$ cat src/rtl/div_seq.sv
// Sequential restoring divider, one quotient bit per cycle, valid/ready in and out.
// Define DIV_SIGNED_EN to honour signed_op; otherwise every operation is unsigned.
module div_seq #(
  parameter int unsigned WIDTH = 32,
  parameter int unsigned CNT_W = $clog2(WIDTH + 1)
) (
  input  logic             clk,
  input  logic             reset,
  input  logic             start_valid,
  output logic             start_ready,
  input  logic             signed_op,
  input  logic [WIDTH-1:0] dividend,
  input  logic [WIDTH-1:0] divisor,
  output logic             out_valid,
  input  logic             out_ready,
  output logic [WIDTH-1:0] quotient,
  output logic [WIDTH-1:0] remainder,
  output logic             div_by_zero
);

  typedef enum logic [1:0] {StIdle, StCalc, StFixup, StDone} state_e;

  state_e state_q, state_d;

  logic [WIDTH:0]   p_q, p_d;
  logic [WIDTH-1:0] a_q, a_d;
  logic [WIDTH-1:0] b_q, b_d;
  logic [CNT_W-1:0] count_q, count_d;
  logic [WIDTH-1:0] quot_q, quot_d;
  logic [WIDTH-1:0] rem_q, rem_d;
  logic             dbz_q, dbz_d;

  logic             div_zero;
  logic [WIDTH-1:0] a_mag, b_mag;
  logic [WIDTH-1:0] quot_fix, rem_fix;
  logic [WIDTH+1:0] p_shift, diff;

  assign div_zero = (divisor == '0);

`ifdef DIV_SIGNED_EN
  logic sign_a, sign_b;
  logic neg_quot_q, neg_quot_d;
  logic neg_rem_q, neg_rem_d;

  assign sign_a   = signed_op & dividend[WIDTH-1];
  assign sign_b   = signed_op & divisor[WIDTH-1];
  assign a_mag    = sign_a ? -dividend : dividend;
  assign b_mag    = sign_b ? -divisor : divisor;
  assign quot_fix = neg_quot_q ? -a_q : a_q;
  assign rem_fix  = neg_rem_q ? -p_q[WIDTH-1:0] : p_q[WIDTH-1:0];
`else
  logic unused_signed_op;

  assign unused_signed_op = signed_op;
  assign a_mag    = dividend;
  assign b_mag    = divisor;
  assign quot_fix = a_q;
  assign rem_fix  = p_q[WIDTH-1:0];
`endif

  // Trial subtraction on the shifted partial remainder; MSB set means it went negative.
  assign p_shift = {p_q, a_q[WIDTH-1]};
  assign diff    = p_shift - {2'b00, b_q};

  // State register
  always_ff @(posedge clk or posedge reset) begin
    if (reset) begin
      state_q <= StIdle;
    end else begin
      state_q <= state_d;
    end
  end

  // Next-state logic
  always_comb begin
    state_d = state_q;
    unique case (state_q)
      StIdle:  if (start_valid) state_d = div_zero ? StDone : StCalc;
      StCalc:  if (count_q == CNT_W'(1)) state_d = StFixup;
      StFixup: state_d = StDone;
      StDone:  if (out_ready) state_d = StIdle;
      default: state_d = StIdle;
    endcase
  end

  // FSM outputs
  always_comb begin
    start_ready = (state_q == StIdle);
    out_valid   = (state_q == StDone);
  end

  // Datapath next-state
  always_comb begin
    p_d     = p_q;
    a_d     = a_q;
    b_d     = b_q;
    count_d = count_q;
    quot_d  = quot_q;
    rem_d   = rem_q;
    dbz_d   = dbz_q;
`ifdef DIV_SIGNED_EN
    neg_quot_d = neg_quot_q;
    neg_rem_d  = neg_rem_q;
`endif
    unique case (state_q)
      StIdle: begin
        if (start_valid) begin
          dbz_d = div_zero;
          if (div_zero) begin
            quot_d = '1;
            rem_d  = dividend;
          end else begin
            p_d     = '0;
            a_d     = a_mag;
            b_d     = b_mag;
            count_d = CNT_W'(WIDTH);
`ifdef DIV_SIGNED_EN
            neg_quot_d = sign_a ^ sign_b;
            neg_rem_d  = sign_a;
`endif
          end
        end
      end
      StCalc: begin
        count_d = count_q - CNT_W'(1);
        if (!diff[WIDTH+1]) begin
          p_d = diff[WIDTH:0];
          a_d = {a_q[WIDTH-2:0], 1'b1};
        end else begin
          p_d = p_shift[WIDTH:0];
          a_d = {a_q[WIDTH-2:0], 1'b0};
        end
      end
      StFixup: begin
        quot_d = quot_fix;
        rem_d  = rem_fix;
      end
      default: ;
    endcase
  end

  always_ff @(posedge clk or posedge reset) begin
    if (reset) begin
      p_q     <= '0;
      a_q     <= '0;
      b_q     <= '0;
      count_q <= '0;
      quot_q  <= '0;
      rem_q   <= '0;
      dbz_q   <= 1'b0;
`ifdef DIV_SIGNED_EN
      neg_quot_q <= 1'b0;
      neg_rem_q  <= 1'b0;
`endif
    end else begin
      p_q     <= p_d;
      a_q     <= a_d;
      b_q     <= b_d;
      count_q <= count_d;
      quot_q  <= quot_d;
      rem_q   <= rem_d;
      dbz_q   <= dbz_d;
`ifdef DIV_SIGNED_EN
      neg_quot_q <= neg_quot_d;
      neg_rem_q  <= neg_rem_d;
`endif
    end
  end

  assign quotient    = quot_q;
  assign remainder   = rem_q;
  assign div_by_zero = dbz_q;

endmodule

$ cat config.mk
export PLATFORM = sky130hd
export DESIGN_NAME = div_seq
export DESIGN_NICKNAME = d
export VERILOG_FILES = /design/src/rtl/div_seq.sv
export SDC_FILE = /design/constraint.sdc
export NUM_CORES = 1
export LEC_CHECK = 0
export BUFFER_PORTS_ARGS = -buffer_cell sky130_fd_sc_hd__buf_2
export CORE_MARGIN = 1.5
export CORE_UTILIZATION = 58
export CTS_CLUSTER_DIAMETER = 40
export DETAILED_ROUTE_END_ITERATION = 10
export PLACE_DENSITY = 0.92
export SYNTH_ARGS = -nofsm -noshare
export SYNTH_HDL_FRONTEND = slang
export SYNTH_SLANG_ARGS = --single-unit
$ cat constraint.sdc
create_clock -name clk -period 8.6 [get_ports clk]
set_input_delay 2.15 -clock clk [delete_from_list [all_inputs] [get_ports clk]]
set_output_delay 2.15 -clock clk [all_outputs]
set_load 0.01 [all_outputs]
# Yosys cells after proc, flatten, opt, wreduce, memory -nomap -nowiden
# Index checks and enable logic that the tools add are counted.
# totals
elab_cells,51
in_bits,69
register_bits,170
# classes
bitwise,1
eq_ne,9
n_addsub,2
n_mux,22
reduce_logical,9
# op_table
cell,count
$mux W32,6
$pmux W32 S2,3
$mux W33,3
$pmux W33 S2,1
$sub A34 B32 Y34,1
$logic_not A32 Y1,1
$mux W6,2
$pmux W6 S2,1
$reduce_and A3 Y1,4
$mux W2,4
$pmux W2 S4,1
$eq A6 B1 Y1 const B,1
$ne A2 B2 Y1 const B,3
$sub A6 B1 Y6 const B,1
$eq A2 B2 Y1 const B,2
$ne A2 B1 Y1 const B,2
$reduce_bool A2 Y1,2
$eq A2 B1 Y1 const B,1
$logic_not A2 Y1,1
$reduce_and A2 Y1,1
$mux W1,1
$not A1 Y1,1

# Depth between registers and ports, before layout
# Gate-level depths: netlist of run 1.
# logic_depth
word_depth,4
depth_mapped,13
mapped_depth_nobuf,11

# Least setup slack after synthesis of run 1
# No wires, ideal clock.
# synth_timing
path_type,input -> register
start,in divisor[25]
end,reg a_q[0]
path_slack_ps,4703
t_arrival_ps,3764
t_required_ps,8467
cell_stages,8
cell_sequence,nor4_1 > nand4_1 > o21ba_2 > a21oi_1 > clkbuf_1 > buf_6 > clkbuf_1 > a21oi_1
# synth_between
elab_chain_len,3
# synth_rtl
element,line,text
"start, declared",13,"input logic [WIDTH-1:0] divisor,"
$logic_not A32 Y1,38,assign div_zero = (divisor == '0);
$ne A2 B2 Y1 (no line),n/a,
$reduce_and A3 Y1 (no line),n/a,
"end signal, assigned",145,a_q <= '0;
"end signal, assigned",157,a_q <= a_d;
"end, declared",26,"logic [WIDTH-1:0] a_q, a_d;"
# No other way between the ends.
# A chain may end at the register's enable or synchronous reset.

# Final worst setup path of run 1
# layout_timing
start,in divisor[0]
end,reg p_q[32]
# layout_between
elab_chain_len,3
# layout_rtl
element,line,text
$logic_not A32 Y1,38,
$ne A2 B2 Y1 (no line),n/a,
$reduce_and A3 Y1 (no line),n/a,
"end signal, assigned",156,p_q <= p_d;
"end, declared",25,"logic [WIDTH:0] p_q, p_d;"
# No other way between the ends.

==> results of run 1 <==
[cell type report]
| class | instances | area share [%] |
|---|---|---|
| Multi-Input combinational cell | 719 | 42.7 |
| Sequential cell | 170 | 39.7 |
| Timing Repair Buffer | 143 | 6.89 |
| Clock buffer | 18 | 4.00 |
| Inverter | 75 | 2.67 |
| Tap cell | 216 | 2.52 |
| Clock inverter | 14 | 1.52 |
| Antenna cell | 1 | 0.0233 |
[worst min path at each step]
stage	startpoint	endpoint	cells past startpoint
3_3_place_gp	div_by_zero	div_by_zero	2
6_report	div_by_zero	div_by_zero	2
3_5_place_dp	div_by_zero	div_by_zero	2
5_1_grt	a_q[17]	a_q[17]	2
2_1_floorplan	a_q[31]	a_q[31]	2
4_1_cts	div_by_zero	div_by_zero	2
[logic make-up after synthesis]
logic type      after synthesis  synth area share (%)
compound gates              285                  18.0
simple gates                282                  13.6
flops                       170                  45.5
buf+inv                     130                  5.85
mux                          85                  9.14
fa+ha+maj                    39                  5.30
xor+xnor                     28                  2.62
[per-stage QoR]
stage	util [%]	worst slack, ns
finish	67.7	3.94
global route	67.7	3.72
CTS	67.7	3.91
detailed placement	64.0	3.43
global placement	64.0	3.48
floorplan	-	1.85
[worst reg2reg max path: stages, from the launching register on]
cell	delay [ns]
dfrtp_1	0.45
ha_1	0.45
nand4_1	0.25
or2_0	0.28
o221ai_2	0.20
mux2_1	0.36
a31oi_1	0.17
nand3_1	0.59
a2111oi_0	0.74
o21ai_0	0.19
[report_power, final]
part	total (mW)	switching (mW)	internal, mW
registers	0.811	0.00426	0.807
logic	0.0620	0.0385	0.0235
clock network	0.773	0.338	0.434
total	1.65	0.381	1.27
[layout by cell type, fill, tap and decap left out, types with 6 or more instances in the layout]
cell type	instances
dfrtp_1	170
buf_2	134
nand2_1	115
o21ai_0	106
nor2_1	92
mux2i_1	82
inv_1	74
a21oi_1	64
a31oi_1	38
ha_1	36
clkbuf_16	17
xnor2_1	16
o21ai_1	13
xor2_1	12
nand3_1	11
a32oi_1	11
nor4_1	11
nor3_1	10
a21o_1	9
buf_4	9
o21a_1	6
nand4_1	6
[layer usage]
metal,vias to the layer above,routed length (microns),GRT usage (%)
met5,-,0,0
li1,3788,-,-
met4,0,487,10.1
met3,48,1810,5.66
met2,334,10500,45.3
met1,3863,10100,38.5
[sequential cells by signal, indices dropped and copies added, names as in the netlist]
| name | cells |
|---|---|
| p_q | 33 |
| quotient | 32 |
| a_q | 32 |
| div_by_zero | 1 |
| count_q | 6 |
| remainder | 32 |
| b_q | 32 |
| state_q | 2 |
==> flow_summary_export.csv, run 1 <==
group,metric,value,unit
run_status,status,"finished clean",
finish,final_area,0.0107,sq mm
cts,cts_resized,0,
finish,nets,1234,
critical_path,reg2reg_to,"p_q[29]",
die,die_w,130,microns
drt,wl_per_cell,16.9,microns
critical_path,critical_path_class,"in -> reg",
sta,hold_ws,0.509,ns
finish,fin_cells,1356,
power,power_density,154,mW/mm^2
cts,root_buffer,"clkbuf_16",
sta,finalSetupViolations,0,
critical_path,critical_path_depth,8,
cts,cts_num_sinks,170,
critical_path,crit_path_start,"divisor[0]",
sta,relSlewSlack,20.3,%
critical_path,crit_path_end,"p_q[32]",
cts,cts_max_level,4,
synthesis,syn-num-nets,1127,
sta,fin_tns_setup,0,ns
global_routing,grt_pass1_wl,37100,microns
place,post-dp-hpwl,16000,microns
die,coreArea,0.0158,sq mm
cts,cts_tree,"done",
cts,numCtsBuffers,17,
finish,drive_gt1_share,16.9,%
drt,vias,8033,
critical_path,critPathTopFamily,"compound AO/OA/AOI/OAI gates",
die,io_pins,136,
synthesis,netlist.area_leader.share,45.5,%
synthesis,synth-seq-cells,170,
synthesis,synth_commonest_cells,"170 x dfrtp_1, 115 x nand2_1, 107 x o21ai_0",
synthesis,synthFlopType,"dfrtp_1",
global_routing,antenna_found_initial,1,
critical_path,reg2regPathDepth,9,
critical_path,cpPeakStageDelay,0.66,ns
power,p_leak,4.86,nW
critical_path,r2r-start,"p_q[26]",
drt,drc,0,
synthesis,syn_area_per_cell,9.18,sq um
job,drv_cap,0,
place,io_buffer_count,134,
synthesis,synthCells,1019,
global_routing,first_global_vias,7590,
synthesis,synth_cell_type_count,68,
critical_path,r2r_slack,4.78,ns
drt,drt-vias-per-instance,5.92,
synthesis,synth_top_cell_by_area,"dfrtp_1",
sta,slew_viol_final,0,
synthesis,ys.warnings.count,0,
sta,grt_setup_unrepaired,"false",
critical_path,cp_max_fo,66,
finish,syn_to_final_growth,14.7,%
place,gp_congestion,0.937,
sta,final.min_clock_period,4.66,ns
critical_path,path_cells,"buf_2 > nor4_1 > nand4_1 > o21ba_2 > a21oi_4 > buf_4 > o2bb2a_1 > nand3_1",
global_routing,grt_max_degree,129,
cts,cts_setup_buffers,0,
drt,dr.pass1.iters,5,
critical_path,startpoint_type,"input port",
global_routing,grt_use_total,28.3,%
critical_path,crit_arrival,5.04,ns
die,die_h,130,microns
synthesis,synth.most_common_cell,"dfrtp_1",
cts,clock_path_buffers,2,
critical_path,cp.required,8.98,ns
critical_path,worst-path-buf-inv,2,
synthesis,yosysSeqAreaShare,45.5,%
sta,skew,0.00845,ns
global_routing,overflow,0,
synthesis,synth.cell_area,0.00935,sq mm
drt,ant_nets,0,
sta,worst_slew_pin_slew,1.20,ns
cts,clk_pin_slew,0.07,ns
synthesis,yosys-top-cells-area,"dfrtp_1 45%, mux2i_1 8.8%, o21ai_0 5.7%",
critical_path,crit_slowest_cell,"a21oi_4",
cts,worstSkewPairLatency,0.44,ns
synthesis,synth_edf_count,0,
sta,fin_crit_sh,54.2,%
finish,fill_cells,1158,
sta,clock.fmax,0.215,GHz
synthesis,async_flop_share,100,%
drt,drt-initial-drc-count,825,
die,start_util,59.1,%
min_path,hold_path.class,"reg -> reg",
sta,finalHoldViolCount,0,
power,peakVddDrop,0.000147,V
die,die_area,0.0169,sq mm
finish,multi_input_area,0.00458,sq mm
place,dpl-instance-area,0.0101,sq mm
place,placed_cells,1323,
die,fp-row-count,46,
drt,wirelength,22900,microns
power,p_total,1.65,mW
critical_path,endpoint_kind,"flop",
finish,final-seq-area,0.00425,sq mm
cts,postCtsHoldBufs,0,
No activity file was read; power rests on OpenSTA's default activity.
==> run 2, diff against run 1 <==
CORE_UTILIZATION = 52   (was 58)
PLACE_DENSITY = 0.88   (was 0.92)
clock period = 3.9 ns   (was 8.6 ns; I/O delays follow)
==> run 2 against run 1 <==
  * Critical endpoint is now p_q[0]
  * Clock power up 110%
  * Critical path depth up 2
  * Sequential cell count unchanged
  * First-iteration DRC count down 17%
  * Sequential power up 120%
  * Combinational power up 130%
  * Non-clock buffer count up 4
  * Sequential share of layout area down 0.27 points
  * Core utilization down 5.8 points
  * Count of clock-buffer cells in the layout down 1
==> flow_summary_export.csv, run 2 (synthesized netlist as in run 1, its figures left out) <==
group,metric,value,unit
finish,diodes,0,
cts,postCtsHoldBufs,0,
power,peakVddDrop,0.000280,V
drt,wl_per_cell,17.1,microns
critical_path,critical_path_class,"reg -> reg",
job,drv_cap,0,
global_routing,first_global_vias,7516,
die,fp-row-count,48,
cts,cts_setup_buffers,0,
global_routing,antenna_found_initial,0,
drt,drt-initial-drc-count,688,
cts,worstSkewPairLatency,0.43,ns
power,power_density,331,mW/mm^2
finish,fill_cells,1396,
cts,cts_num_sinks,170,
die,die_w,137,microns
power,p_total,3.57,mW
critical_path,endpoint_kind,"flop",
cts,clk_pin_slew,0.07,ns
die,die_h,137,microns
critical_path,crit_arrival,3.67,ns
finish,syn_to_final_growth,15.4,%
sta,fin_tns_setup,0,ns
sta,slew_viol_final,0,
finish,largest_reg_flops,33,
drt,drt-vias-per-instance,5.73,
finish,final-seq-area,0.00425,sq mm
cts,cts_tree,"done",
min_path,hold_path.class,"reg -> reg",
drt,dr.pass1.iters,5,
die,io_pins,136,
cts,numCtsBuffers,17,
global_routing,grt_pass1_wl,37900,microns
sta,finalHoldViolCount,0,
critical_path,cp.required,4.27,ns
place,post-dp-hpwl,16700,microns
sta,skew,0.0104,ns
sta,final.min_clock_period,3.29,ns
drt,ant_nets,0,
power,p_leak,4.89,nW
critical_path,cp_max_fo,14,
die,die_area,0.0188,sq mm
finish,layout_commonest_cell,"dfrtp_1",
sta,relSlewSlack,39.7,%
sta,worst_slew_pin_slew,0.904,ns
finish,largest_register,"p_q",
sta,fin_crit_sh,84.5,%
sta,grt_setup_unrepaired,"false",
die,coreArea,0.0174,sq mm
sta,clock.fmax,0.304,GHz
global_routing,grt_max_degree,171,
place,gp_congestion,0.912,
cts,cts_resized,0,
die,start_util,53.7,%
drt,drc,0,
cts,cts_max_level,4,
run_status,status,"finished clean",
finish,multi_input_area,0.00458,sq mm
finish,mostFrequentLayoutCells,"170 x dfrtp_1, 134 x buf_2, 115 x nand2_1",
sta,hold_ws,0.507,ns
cts,clock_path_buffers,2,
global_routing,grt_use_total,25.8,%
drt,wirelength,23400,microns
place,io_buffer_count,134,
finish,nets,1238,
critical_path,startpoint_type,"flop",
global_routing,overflow,0,
finish,drive_gt1_share,17.3,%
sta,finalSetupViolations,0,
cts,root_buffer,"clkbuf_16",
drt,vias,7840,
finish,postLayoutCoreUtil,62.0,%
-- run 2: changes by cell type in the layout (fill, tap and decap cells not counted), sizes merged --
cell	delta
clkinv	+2
bufinv	-1
clkbuf	-1
diode	-1
buf	+4
-- run 2: per-stage QoR --
stage	setup WS, ns	instance area (sq um)	cells
2_1_floorplan	0.756	9350	1019
3_3_place_gp	0.554	10200	1336
3_5_place_dp	0.517	10200	1336
4_1_cts	0.626	10800	1368
5_1_grt	0.401	10800	1368
6_report	0.605	10800	1368
-- run 2: final cells by class --
type | instances | share of cell area, %
repair buffers | 147 | 7.70
clock inverters | 15 | 1.30
well taps | 225 | 2.61
multi-input cells | 719 | 42.4
inverters | 75 | 2.64
flip-flops and latches | 170 | 39.4
clock buffers | 17 | 3.94
-- run 2: power breakdown --
group / leakage, nW / switching (mW) / internal (mW)
combinational: 2.67 / 0.0877 / 0.0534
sequential: 1.94 / 0.00974 / 1.78
clock: 0.278 / 0.750 / 0.892
total: 4.89 / 0.848 / 2.72
-- run 2: per-layer routing --
metal	vias to the layer above	GRT usage, %	part of all wire (%)	wire, microns
met4	0	6.02	0.99	233
met5	-	0	0	0
li1	3795	-	-	-
met3	17	5.48	7.2	1680
met2	281	40.1	45	10500
met1	3747	37.1	47	11000
-- run 2: worst max-delay path: stages, from the launching register on --
cell,delay [ns]
dfrtp_1,0.45
ha_1,0.43
nand4_1,0.23
or2_0,0.28
o221ai_2,0.20
mux2_1,0.36
a31oi_1,0.17
and3_1,0.38
buf_4,0.32
mux2i_1,0.25
a22o_1,0.16
-- run 2: worst paths after layout --
kind,from,end,slack (ns),cells after the start
setup reg to reg,p_q[24],p_q[0],0.61,10
setup / recovery,p_q[24],p_q[0],0.61,10
max in group asynchronous,reset,a_q[26],2.45,3
hold reg to reg,a_q[15],a_q[15],0.51,2
min in group asynchronous,reset,quotient[10],0.76,3
hold / removal,a_q[15],a_q[15],0.51,2
